**config.mk**
```make
export PLATFORM = sky130hd
export DESIGN_NAME = bias_startup_seq
export DESIGN_NICKNAME = d
export VERILOG_FILES = /design/src/rtl/bias_seq_pkg.sv /design/src/rtl/bias_sync2.sv /design/src/rtl/bias_startup_seq.sv
export SDC_FILE = /design/constraint.sdc
export NUM_CORES = 1
export LEC_CHECK = 0
export CAP_MARGIN = 20
export CORE_MARGIN = 1
export CORE_UTILIZATION = 50
export DETAILED_ROUTE_END_ITERATION = 7
export PLACE_DENSITY = 0.9
export RECOVER_POWER = 50
export SETUP_SLACK_MARGIN = 0.02
export SLEW_MARGIN = 15
export SYNTH_ARGS = -nofsm -noshare
export SYNTH_HDL_FRONTEND = slang
export SYNTH_SLANG_ARGS = --single-unit
```
**constraint.sdc**
```tcl
create_clock -name CLK_I -period 2.2 [get_ports CLK_I]
set_input_delay 0.44 -clock CLK_I [delete_from_list [all_inputs] [get_ports CLK_I]]
set_output_delay 0.44 -clock CLK_I [all_outputs]
set_load 0.02 [all_outputs]
```
**src/rtl/bias_seq_pkg.sv**
```systemverilog
// Shared types and constants for the bias/bandgap startup sequencer.
package bias_seq_pkg;

    // Trim word widths of the bias macro.
    localparam int TRIM_BIAS_W = 4;
    localparam int TRIM_CURV_W = 5;
    localparam int TRIM_VBG_W  = 5;

    // Trim values applied out of reset and whenever no trim has been written.
    localparam logic [TRIM_BIAS_W-1:0] TRIM_BIAS_RST = 4'h8;
    localparam logic [TRIM_CURV_W-1:0] TRIM_CURV_RST = 5'h10;
    localparam logic [TRIM_VBG_W-1:0]  TRIM_VBG_RST  = 5'h10;

    // Sequencer states; the encoding is visible on the debug state output.
    typedef enum logic [2:0] {
        ST_OFF     = 3'd0,
        ST_STARTUP = 3'd1,
        ST_SETTLE  = 3'd2,
        ST_RAMP    = 3'd3,
        ST_READY   = 3'd4,
        ST_FAULT   = 3'd5
    } seqState_t;

    // Largest of four cycle counts, used to size the shared down-counter.
    function automatic int maxOf4(input int a, input int b, input int c, input int d);
        int m;
        m = a;
        if (b > m) m = b;
        if (c > m) m = c;
        if (d > m) m = d;
        return m;
    endfunction

endpackage

```
**src/rtl/bias_sync2.sv**
```systemverilog
// Two-flop synchroniser for a single asynchronous level with a selectable reset value.
module bias_sync2 #(
    parameter logic RST_VAL = 1'b0
) (
    input  logic clk,
    input  logic rst,
    input  logic d,
    output logic q
);

    logic meta;

    // Two back-to-back flops; both start at the reset value so q never glitches out of reset.
    always_ff @(posedge clk or posedge rst) begin
        if (rst) begin
            meta <= RST_VAL;
            q    <= RST_VAL;
        end else begin
            meta <= d;
            q    <= meta;
        end
    end

endmodule

```
**src/rtl/bias_startup_seq.sv**
```systemverilog
// Startup sequencer for one bias/bandgap macro: enable, startup pulse, settle,
// staggered channel ramp, valid-flag supervision and fault trapping.
module bias_startup_seq
    import bias_seq_pkg::*;
#(
    parameter int N_CH           = 16,
    parameter int STARTUP_CYCLES = 16,
    parameter int SETTLE_CYCLES  = 256,
    parameter int STAGGER_CYCLES = 4,
    parameter int GLITCH_CYCLES  = 3
) (
    input  logic                   CLK_I,
    input  logic                   RST_I,
    input  logic                   EN_REQ_I,
    input  logic                   VBIAS_REQ_I,
    input  logic [N_CH-1:0]        CH_EN_I,
    input  logic                   TRIM_WE_I,
    input  logic [TRIM_BIAS_W-1:0] TRIM_BIAS_D_I,
    input  logic [TRIM_CURV_W-1:0] TRIM_CURV_D_I,
    input  logic [TRIM_VBG_W-1:0]  TRIM_VBG_D_I,
    input  logic                   BG_VALID_N_I,
    output logic                   EN_O,
    output logic                   BG_STARTUP_O,
    output logic                   EN_VBIAS_O,
    output logic [TRIM_BIAS_W-1:0] TRIM_BIAS_O,
    output logic [TRIM_CURV_W-1:0] TRIM_CURV_O,
    output logic [TRIM_VBG_W-1:0]  TRIM_VBG_O,
    output logic [N_CH-1:0]        CH_EN_O,
    output logic                   READY_O,
    output logic                   FAULT_O,
    output logic [2:0]             STATE_O
);

    localparam int CNT_MAX = maxOf4(STARTUP_CYCLES, SETTLE_CYCLES, STAGGER_CYCLES, GLITCH_CYCLES);
    localparam int CW      = (CNT_MAX > 1) ? $clog2(CNT_MAX) : 1;
    localparam int IW      = (N_CH > 1) ? $clog2(N_CH) : 1;

    localparam logic [CW-1:0]   STARTUP_LOAD = CW'(STARTUP_CYCLES - 1);
    localparam logic [CW-1:0]   SETTLE_LOAD  = CW'(SETTLE_CYCLES - 1);
    localparam logic [CW-1:0]   STAGGER_LOAD = CW'(STAGGER_CYCLES - 1);
    localparam logic [CW-1:0]   GLITCH_LOAD  = CW'(GLITCH_CYCLES - 1);
    localparam logic [IW-1:0]   LAST_IDX     = IW'(N_CH - 1);
    localparam logic [N_CH-1:0] CH_ONE       = N_CH'(1);

    seqState_t               state;
    logic [CW-1:0]           cnt;
    logic [IW-1:0]           chIdx;
    logic [IW-1:0]           nextIdx;
    logic [N_CH-1:0]         nextChBit;
    logic                    vnS;
    logic [TRIM_BIAS_W-1:0]  shadowBias;
    logic [TRIM_CURV_W-1:0]  shadowCurv;
    logic [TRIM_VBG_W-1:0]   shadowVbg;
    logic [TRIM_BIAS_W-1:0]  loadBias;
    logic [TRIM_CURV_W-1:0]  loadCurv;
    logic [TRIM_VBG_W-1:0]   loadVbg;

    bias_sync2 #(.RST_VAL(1'b1)) uValidSync (
        .clk (CLK_I),
        .rst (RST_I),
        .d   (BG_VALID_N_I),
        .q   (vnS)
    );

    // A trim strobe coinciding with power-up writes straight through to the macro.
    assign loadBias  = TRIM_WE_I ? TRIM_BIAS_D_I : shadowBias;
    assign loadCurv  = TRIM_WE_I ? TRIM_CURV_D_I : shadowCurv;
    assign loadVbg   = TRIM_WE_I ? TRIM_VBG_D_I  : shadowVbg;
    assign nextIdx   = chIdx + 1'b1;
    assign nextChBit = CH_ONE << nextIdx;
    assign STATE_O   = state;

    // Shadow trims capture every strobe regardless of state.
    always_ff @(posedge CLK_I or posedge RST_I) begin
        if (RST_I) begin
            shadowBias <= TRIM_BIAS_RST;
            shadowCurv <= TRIM_CURV_RST;
            shadowVbg  <= TRIM_VBG_RST;
        end else if (TRIM_WE_I) begin
            shadowBias <= TRIM_BIAS_D_I;
            shadowCurv <= TRIM_CURV_D_I;
            shadowVbg  <= TRIM_VBG_D_I;
        end
    end

    // Sequencer FSM with registered macro outputs; dropping the request always wins.
    always_ff @(posedge CLK_I or posedge RST_I) begin
        if (RST_I) begin
            state        <= ST_OFF;
            cnt          <= '0;
            chIdx        <= '0;
            EN_O         <= 1'b0;
            BG_STARTUP_O <= 1'b0;
            EN_VBIAS_O   <= 1'b0;
            CH_EN_O      <= '0;
            READY_O      <= 1'b0;
            FAULT_O      <= 1'b0;
            TRIM_BIAS_O  <= TRIM_BIAS_RST;
            TRIM_CURV_O  <= TRIM_CURV_RST;
            TRIM_VBG_O   <= TRIM_VBG_RST;
        end else if (!EN_REQ_I) begin
            state        <= ST_OFF;
            cnt          <= '0;
            chIdx        <= '0;
            EN_O         <= 1'b0;
            BG_STARTUP_O <= 1'b0;
            EN_VBIAS_O   <= 1'b0;
            CH_EN_O      <= '0;
            READY_O      <= 1'b0;
            FAULT_O      <= 1'b0;
        end else begin
            unique case (state)
                ST_OFF: begin
                    state        <= ST_STARTUP;
                    cnt          <= STARTUP_LOAD;
                    EN_O         <= 1'b1;
                    BG_STARTUP_O <= 1'b1;
                    TRIM_BIAS_O  <= loadBias;
                    TRIM_CURV_O  <= loadCurv;
                    TRIM_VBG_O   <= loadVbg;
                end
                ST_STARTUP: begin
                    if (cnt == '0) begin
                        state        <= ST_SETTLE;
                        cnt          <= SETTLE_LOAD;
                        BG_STARTUP_O <= 1'b0;
                    end else begin
                        cnt <= cnt - 1'b1;
                    end
                end
                ST_SETTLE: begin
                    if (cnt != '0) begin
                        cnt <= cnt - 1'b1;
                    end else if (vnS) begin
                        state      <= ST_FAULT;
                        EN_O       <= 1'b0;
                        EN_VBIAS_O <= 1'b0;
                        CH_EN_O    <= '0;
                        FAULT_O    <= 1'b1;
                    end else begin
                        // Slot 0 opens on the entry edge; channels held across a re-settle stay on.
                        state      <= ST_RAMP;
                        cnt        <= STAGGER_LOAD;
                        chIdx      <= '0;
                        CH_EN_O    <= CH_EN_O | (CH_EN_I & CH_ONE);
                        EN_VBIAS_O <= VBIAS_REQ_I;
                    end
                end
                ST_RAMP: begin
                    EN_VBIAS_O <= VBIAS_REQ_I;
                    if (cnt != '0) begin
                        cnt <= cnt - 1'b1;
                    end else if (chIdx == LAST_IDX) begin
                        state   <= ST_READY;
                        cnt     <= GLITCH_LOAD;
                        READY_O <= 1'b1;
                    end else begin
                        // Masked channels still use up their stagger slot.
                        chIdx   <= nextIdx;
                        cnt     <= STAGGER_LOAD;
                        CH_EN_O <= CH_EN_O | (CH_EN_I & nextChBit);
                    end
                end
                ST_READY: begin
                    if (vnS && cnt == '0) begin
                        state      <= ST_FAULT;
                        EN_O       <= 1'b0;
                        EN_VBIAS_O <= 1'b0;
                        CH_EN_O    <= '0;
                        READY_O    <= 1'b0;
                        FAULT_O    <= 1'b1;
                    end else if (TRIM_WE_I) begin
                        // New trim goes straight to the macro, then the bandgap re-settles with loads held.
                        state       <= ST_SETTLE;
                        cnt         <= SETTLE_LOAD;
                        READY_O     <= 1'b0;
                        TRIM_BIAS_O <= TRIM_BIAS_D_I;
                        TRIM_CURV_O <= TRIM_CURV_D_I;
                        TRIM_VBG_O  <= TRIM_VBG_D_I;
                    end else begin
                        CH_EN_O    <= CH_EN_I;
                        EN_VBIAS_O <= VBIAS_REQ_I;
                        cnt        <= vnS ? (cnt - 1'b1) : GLITCH_LOAD;
                    end
                end
                ST_FAULT: begin
                    FAULT_O <= 1'b1;
                end
                default: begin
                    state <= ST_OFF;
                end
            endcase
        end
    end

endmodule

```
## Yosys cells after proc, flatten, opt, wreduce, memory -nomap -nowiden

Index checks and enable logic that the tools add are counted.

| cells by class | value |
|---|---|
| equal/unequal tests | 28 |
| reductions and logical operators | 15 |
| shift operators | 1 |
| bitwise operators | 3 |
| $add $sub $neg | 2 |
| muxes and demuxes | 70 |

Operators by type and width:

| operator | number |
|---|---|
| $mux W16 | 7 |
| $mux W8 | 8 |
| $pmux W16 S3 | 1 |
| $pmux W8 S5 | 1 |
| $mux W4 | 8 |
| $mux W5 | 6 |
| $mux W3 | 8 |
| $ne A3 B3 Y1 const B | 8 |
| $mux W1 | 21 |
| $pmux W5 S2 | 2 |
| $pmux W3 S6 | 1 |
| $and A16 B16 Y16 | 1 |
| $or A16 B1 Y16 | 1 |
| $or A16 B16 Y16 | 1 |
| $pmux W4 S2 | 2 |
| $reduce_and A4 Y1 | 4 |
| $shl A1 B4 Y16 const A | 1 |
| $ne A4 B1 Y1 const B | 3 |
| $ne A4 B4 Y1 const B | 3 |
| $reduce_and A5 Y1 | 2 |
| $ne A3 B1 Y1 const B | 3 |
| $pmux W1 S3 | 3 |
| $logic_not A8 Y1 | 1 |
| $reduce_bool A8 Y1 | 1 |
| 16 further kinds | 22 |

| word-level totals | value |
|---|---|
| register bits after elaboration | 66 |
| logic and storage cells | 136 |
| output and inout port bits | 38 |
| input port bits | 36 |

## Depth between registers and ports, before layout

Gate-level depths: netlist of the first run.

| depth | value |
|---|---|
| depth after elaboration | 8 |
| gate-level depth with buffers | 9 |
| mapped depth without buffers | 7 |

## Hierarchy

From an unflattened synthesis of the first run, not the netlist that was laid out.

| unflattened totals | value |
|---|---|
| cells, all modules | 355 |
| area total of the unflattened synthesis | 3604.7 µm² |

By module, submodules not included:

| module | seq. area each (µm²) | area an instance (µm²) | times used | cells an instance |
|---|---|---|---|---|
| bias_startup_seq | 1609.0 | 3548.4 | 1 | 352 |
| bias_sync2 | 52.6 | 56.3 | 1 | 3 |

## Worst setup path after synthesis of the first run

No wires, ideal clock.

| path | value |
|---|---|
| path type | reg2reg |
| from | reg cnt[0] |
| to | reg CH_EN_O[15] |
| stages on the path, launching flop included | 10 |
| clock period less this slack | 2027 ps |
| required time | 2078 ps |
| slack | 173 ps |
| path buffers | 2 |
| library setup time | 122 ps |
| arrival | 1906 ps |
| cells stage by stage | dfrtp_1 -> inv_1 -> ha_1 -> nor3b_2 -> buf_2 -> nand2_1 -> o211ai_1 -> o21ai_2 -> buf_2 -> a32o_1 |

| between the ends | value |
|---|---|
| cells in the longest elaborated chain, start to end | 5 |
| elaborated cells on any way between the ends | 10 |
| classes of those cells | eq/ne (3); mux (3); reduce/logical (4) |

RTL lines:

| item | line | source |
|---|---|---|
| from (decl) | bias_startup_seq.sv:46 | `logic [CW-1:0] cnt;` |
| from (signal assigned) | bias_startup_seq.sv:128 | `cnt <= cnt - 1'b1;` |
| from (signal assigned) | bias_startup_seq.sv:133 | `cnt <= cnt - 1'b1;` |
| from (signal assigned) | bias_startup_seq.sv:152 | `cnt <= cnt - 1'b1;` |
| $logic_not A8 Y1 | bias_startup_seq.sv:165 | `if (vnS && cnt == '0) begin` |
| $logic_and A1 B1 Y1 | bias_startup_seq.sv:165 |  |
| $mux W16 | bias_startup_seq.sv:165 |  |
| $pmux W16 S3 | bias_startup_seq.sv:112 | `unique case (state)` |
| $mux W16 | bias_startup_seq.sv:101 | `end else if (!EN_REQ_I) begin` |
| to (signal assigned) | bias_startup_seq.sv:145 | `CH_EN_O <= CH_EN_O \| (CH_EN_I & CH_ONE);` |
| to (signal assigned) | bias_startup_seq.sv:161 | `CH_EN_O <= CH_EN_O \| (CH_EN_I & nextChBit);` |
| to (decl) | bias_startup_seq.sv:28 | `output logic [N_CH-1:0] CH_EN_O,` |

Parallel ways exist; a longest one is shown, timed or not.
A chain may end at the register's enable or synchronous reset.

## Worst setup path in the final report of the first run

| path | value |
|---|---|
| from | reg cnt[4] |
| to | reg CH_EN_O[2] |

Same word-level chain as after synthesis.

==> metrics.txt, run 1 <==
Net Count, Synth 392; Chip Width 86.4 µm; CP peak stage delay 0.45 ns; fin area 4780 µm²; max-cap check violation count 0; worst slack, placed 0.000721 ns; Final ANT Viol Nets 0; clock buffer depth 2; commonest non-fill, non-tap cell in the layout clkdlybuf4s50_1; placed cell count 519; CTS tree yes; final core occ 0.700; Syn Inst Count 350; crit share post-route 0.951; kind of start point of the critical path flop; IO Port Bufs 73; largest net degree at the start of global routing 67; Slowest-stage cell, CP dfrtp_1; Top Ports 74; final WL 9.46 mm; via count 3249; mapped cell area 3560 µm²; routability cong. 0.870; final net count 477; Final WS setup 0.107 ns; Synth Warn # 0; CP top delay family compound AO/OA/AOI/OAI gates; RSZ-0062 raised after global routing yes; antenna violations before repair 0; Pwr per Cell Area 1090 nW/µm²; Final setup viols 0; Final Skew 0.00931 ns; Rel. slew slack 0.0354; filler cell count 509; final hold violation count 0; GRT Total Usage 0.264; Top FF cell, synth dfrtp_1; CP Cell Sequence nor4_4 > buf_4 > nand2_1 > o211ai_1 > o21ai_4 > a32o_1; worst path buffer plus inverter count 1; Final Max Tran Viols 0; first-pass GRT wire length 15.3 mm; Die Ht 86.4 µm; CTS clock-pin slew for the worst setup and hold paths 0.08 ns; CP endpoint kind flop; HPWL after DPL 6.60 mm; most frequent cells in the layout clkdlybuf4s50_1, dfrtp_1, nand2_1; Detailed Routing Iterations Pass 1 5; post-layout min period 2.09 ns; library cells used by synthesis 62; maximum vdd drop 785 µV; Post-synth EDFFs 0; Num CTS Buffers 9; Clock Sink Count 66; Iteration-0 DRC Markers 407; share of cells above drive strength 1 0.170; worst skew pair latency 0.35 ns; Antenna Cells 0; syn avg cell area 10.2 µm²; Std-Cell Rows 30; Area Growth Syn to Fin 34.2%; wire length per cell 17.6 µm; register area share after synthesis 0.466; H-tree depth 3; Initial Utilization 0.522; P_leak 2.20 nW; Hold Path Class reg2reg; root buf cell clkbuf_8; GRT overflow 0; Core Region 6830 µm²; post-DR vias/cell 6.06; Critical Path RT 2.44 ns; Crit Path Max Fanout 15; total negative slack 0 ns; crit path kind reg2reg; Die ar. 7470 µm²; outcome finished, final reports clean; CP arrival 2.33 ns; Layout Cells excl Fill 536; number of global-route vias before repair 3200; ys async rst share 1.00; Remaining DRCs 0; #FFs+latches synth 66; DP Area 4520 µm²; Worst-Margin Slew 1.45 ns; fmax 478 MHz
path summary, 6_finish.rpt:
path                                      startpoint                endpoint  slack, ns  depth (start not counted)
max                               cnt[4]$_DFFE_PP0P_  CH_EN_O[2]$_DFFE_PP0P_       0.11                          6
min                        uValidSync.meta$_DFF_PP1_  uValidSync.q$_DFF_PP1_       0.36                          0
max reg2reg                       cnt[4]$_DFFE_PP0P_  CH_EN_O[2]$_DFFE_PP0P_       0.11                          6
min reg2reg                uValidSync.meta$_DFF_PP1_  uValidSync.q$_DFF_PP1_       0.36                          0
max in group asynchronous                      RST_I      cnt[1]$_DFFE_PP0P_       0.44                          3
min in group asynchronous                      RST_I  shadowVbg[3]$_DFF_PP0_       0.90                          3
flip-flops by register name, indices dropped and copies added (netlist names):
register and count:
READY_O 1, shadowVbg 5, TRIM_BIAS_O 4, TRIM_CURV_O 5, BG_STARTUP_O 1, EN_VBIAS_O 1, shadowBias 4, chIdx 4
TRIM_VBG_O 5, cnt 8, EN_O 1, FAULT_O 1, uValidSync.q 1, STATE_O 3, CH_EN_O 16, uValidSync.meta 1
shadowCurv 5
area by class of cell:
| type | count | area, µm² | share of cell area |
|---|---|---|---|
| tap | 96 | 120 | 0.0251 |
| timing repair buffer | 95 | 931 | 0.195 |
| clock buffer | 10 | 138 | 0.0288 |
| clock inverter | 6 | 88.8 | 0.0186 |
| multi-input combinational | 251 | 1800 | 0.376 |
| sequential | 66 | 1660 | 0.347 |
| inverter | 12 | 45.0 | 0.00941 |
power by group:
part / total [W] / switching [W] / internal (W) / leakage, nW
clock network: 0.00119 / 0.000514 / 0.000671 / 0.109
registers: 0.00165 / 0.000172 / 0.00148 / 0.838
logic: 0.00238 / 0.00134 / 0.00104 / 1.25
total: 0.00522 / 0.00203 / 0.00319 / 2.20
worst reg2reg max path: cells and delay by family, from the launching register on:
kind            cells  cell delay (ns)
compound gates      3             0.79
simple gates        2             0.52
flops               1             0.45
buf+inv             1             0.23
per-layer routing:
layer / GRT usage / vias to the layer above / routed length (µm)
li1: - / 1468 / -
met1: 0.345 / 1605 / 4000
met2: 0.422 / 152 / 4540
met3: 0.0552 / 24 / 726
met4: 0.123 / 0 / 184
met5: 0 / - / 0
cell families (layout without fill, tap and decap cells):
| group | after synthesis | after routing | synth area share |
|---|---|---|---|
| buffers and inverters | 33 | 123 | 0.0404 |
| xor gates and xnor gates | 3 | 3 | 0.00737 |
| muxes | 31 | 31 | 0.0927 |
| and+or+nand+nor | 88 | 88 | 0.123 |
| adders and majority gates | 6 | 6 | 0.0211 |
| DFF | 66 | 66 | 0.466 |
| AOI/OAI and AO/OA | 123 | 123 | 0.250 |
timing repair:
action | CTS | global route
resized for setup | 1 | 7
buffers inserted | 0 | 1
setup endpoints to repair | 1 | 22
pin swaps | 0 | 2
hold buffers | 0 | 0
synth_stat cells, types with 7 or more instances:
master    count  share of area
dfrtp_1      58           0.41
nand2_1      40          0.042
a21oi_1      20          0.028
o21ai_0      18          0.025
a21o_1       17          0.036
mux2_2       16          0.051
nor2_1       16          0.017
a32o_1       15          0.042
mux2i_1      15          0.042
inv_1        12          0.013
o21ai_1      10          0.014
clkbuf_1      9         0.0095
dfstp_2       8          0.059
buf_2         7         0.0098
nand3_1       7         0.0098
metrics by stage:
step	hold slack [ns]	total power [W]
after floorplan	0.345	0.00307
after global placement	0.346	0.00390
after detailed placement	0.349	0.00396
after CTS	0.360	0.00516
after global routing	0.361	0.00548
final	0.359	0.00522
(Power assumes the default switching activity.)
==> run 2, diff against run 1 <==
--- a/config.mk
+++ b/config.mk
@@ -7,9 +7,9 @@
 export LEC_CHECK = 0
 export CAP_MARGIN = 20
 export CORE_MARGIN = 1
-export CORE_UTILIZATION = 50
+export CORE_UTILIZATION = 51
 export DETAILED_ROUTE_END_ITERATION = 7
-export PLACE_DENSITY = 0.9
+export PLACE_DENSITY = 0.92
 export RECOVER_POWER = 50
 export SETUP_SLACK_MARGIN = 0.02
 export SLEW_MARGIN = 15
==> run 2 against run 1 <==
Register-to-register slack is essentially flat. Highest routed layer unchanged. Total power up 0.53%. Wire length is 5.6% higher. Critical path type unchanged. Critical path depth increased by 3. Critical endpoint is now CH_EN_O[8]$_DFFE_PP0P_. Final cell count is 2.4% lower. Sequential share of layout area increased by 0.064 points. Maximum frequency is 0.71% higher. Clock-buffer cell count stayed put. First-iteration DRC count shrank 7.1%. Clock skew increased by 0.00067 ns.
==> metrics.txt, run 2 (synthesis results as in run 1) <==
outcome finished, final reports clean (unchanged); Final Skew 0.00998 ns (was 0.00931 ns); Clock power frac 0.224 (was 0.227); Final setup viols 0 (unchanged); CP arrival 2.32 ns (was 2.33 ns); clock buffer depth 2 (unchanged); Clock Sink Count 66 (unchanged); GRT overflow 0 (unchanged); post-layout min period 2.08 ns (was 2.09 ns); Die ar. 7330 µm² (was 7470 µm²); CTS tree yes (unchanged); Antenna Cells 0 (unchanged); Top Ports 74 (unchanged); number of global-route vias before repair 3230 (was 3200); CP endpoint kind flop (unchanged); total negative slack 0 ns (unchanged); Pwr per Cell Area 1100 nW/µm² (was 1090 nW/µm²); fmax 481 MHz (was 478 MHz); Crit Path Max Fanout 11 (was 15); GRT Total Usage 0.282 (was 0.264); kind of start point of the critical path flop (unchanged); HPWL after DPL 6.58 mm (was 6.60 mm); largest register by flop count CH_EN_O (unchanged); P_leak 2.21 nW (was 2.20 nW); Iteration-0 DRC Markers 378 (was 407); final net count 480 (was 477); Int Power 0.00319 W (about the same); largest net degree at the start of global routing 67 (unchanged); final WL 9.99 mm (was 9.46 mm); Hold Path Class reg2reg (unchanged); Rel. slew slack 0.0386 (was 0.0354); Final Max Tran Viols 0 (unchanged); post-DR vias/cell 6.30 (was 6.06); Area Growth Syn to Fin 34.0% (was 34.2%); root buf cell clkbuf_8 (unchanged); Num CTS Buffers 9 (unchanged); Final ANT Viol Nets 0 (unchanged); first-pass GRT wire length 16.0 mm (was 15.3 mm); Sw Pwr 0.00206 W (was 0.00203 W); Core Region 6760 µm² (was 6830 µm²); Initial Utilization 0.528 (was 0.522); Die Ht 85.6 µm (was 86.4 µm); maximum vdd drop 681 µV (was 785 µV); Worst-Margin Slew 1.44 ns (was 1.45 ns); Tot Pwr 0.00525 W (was 0.00522 W); Critical Path RT 2.45 ns (was 2.44 ns); IO Port Bufs 73 (unchanged); most frequent cells in the layout clkdlybuf4s50_1, dfrtp_1, nand2_1 (unchanged); routability cong. 0.995 (was 0.870); DP Area 4490 µm² (was 4520 µm²); Largest regs CH_EN_O: 16 flops, cnt: 8 flops (unchanged); share of cells above drive strength 1 0.163 (was 0.170); via count 3295 (was 3249); crit path kind reg2reg (unchanged); CTS clock-pin slew for the worst setup and hold paths 0.08 ns (about the same); Remaining DRCs 0 (unchanged); Std-Cell Rows 30 (unchanged); commonest non-fill, non-tap cell in the layout clkdlybuf4s50_1 (unchanged); worst skew pair latency 0.35 ns (about the same); H-tree depth 3 (unchanged); wire length per cell 19.1 µm (was 17.6 µm); Chip Width 85.6 µm (was 86.4 µm); Hold WS 0.356 ns (was 0.359 ns); antenna violations before repair 0 (unchanged); max-cap check violation count 0 (unchanged); fin area 4780 µm² (about the same); Gate power share 0.458 (was 0.456); crit share post-route 0.945 (was 0.951); Flop pwr share 0.318 (was 0.317); max reg flops 16 (unchanged); Net Sw Frac 0.392 (was 0.388); final hold violation count 0 (unchanged); RSZ-0062 raised after global routing no (was yes); Detailed Routing Iterations Pass 1 6 (was 5)
run 2: repair_timing:
action                                  in CTS  in global routing
resized for setup                            3                  6
pin swaps                                    1                  4
endpoints found under the setup margin      16                 27
hold buffers                                 0                  0
gates cloned                                 0                  1
setup buffers                                0                  3
run 2: worst paths after layout:
check	slack, ns	cells past startpoint	to	from
min in group asynchronous	0.88	3	shadowBias[1]$_DFF_PP0_	RST_I
max reg2reg	0.12	9	CH_EN_O[8]$_DFFE_PP0P_	cnt[0]$_DFFE_PP0P_
max in group asynchronous	0.44	3	EN_O$_DFFE_PP0P_	RST_I
min	0.36	0	uValidSync.q$_DFF_PP1_	uValidSync.meta$_DFF_PP1_
min reg2reg	0.36	0	uValidSync.q$_DFF_PP1_	uValidSync.meta$_DFF_PP1_
max	0.12	9	CH_EN_O[8]$_DFFE_PP0P_	cnt[0]$_DFFE_PP0P_
run 2: power groups by stage:
stage	logic, W	registers (W)	clock network [W]
floorplan	0.00122	0.00186	0
global route	0.00259	0.00169	0.00122
CTS	0.00230	0.00166	0.00118
global placement	0.00220	0.00165	0
detailed placement	0.00225	0.00166	0
finish	0.00241	0.00167	0.00118
run 2: cell type report:
cell class,count,area [µm²]
fillers,484,1980
multi-input cells,252,1800
flip-flops and latches,66,1660
repair buffers,97,941
clock buffers,10,138
well taps,80,100
clock inverters,6,88.8
inverters,12,45.0
run 2: critical path, cell delays in order, from the launching register on:
cell and delay [ns]:
dfrtp_1 0.40, inv_1 0.09, ha_2 0.21, nor3b_4 0.26, buf_6 0.19, nand2_2 0.11
o211ai_1 0.18, buf_4 0.17, o21ai_2 0.13, a32o_1 0.23
run 2: metrics by stage:
| step | setup slack [ns] | cells | util |
|---|---|---|---|
| after floorplan | 0.118 | 350 | - |
| after global placement | 0.100 | 503 | 0.665 |
| after detailed placement | 0.0211 | 503 | 0.665 |
| after CTS | 0.0304 | 519 | 0.701 |
| after global routing | 0.0209 | 523 | 0.707 |
| final | 0.122 | 523 | 0.707 |
run 2: per-layer routing:
metal | up-vias | track usage | routed length, µm
met3 | 45 | 0.0780 | 975
met2 | 214 | 0.423 | 4580
li1 | 1473 | - | -
met4 | 0 | 0.138 | 386
met5 | - | 0 | 0
met1 | 1563 | 0.380 | 4040
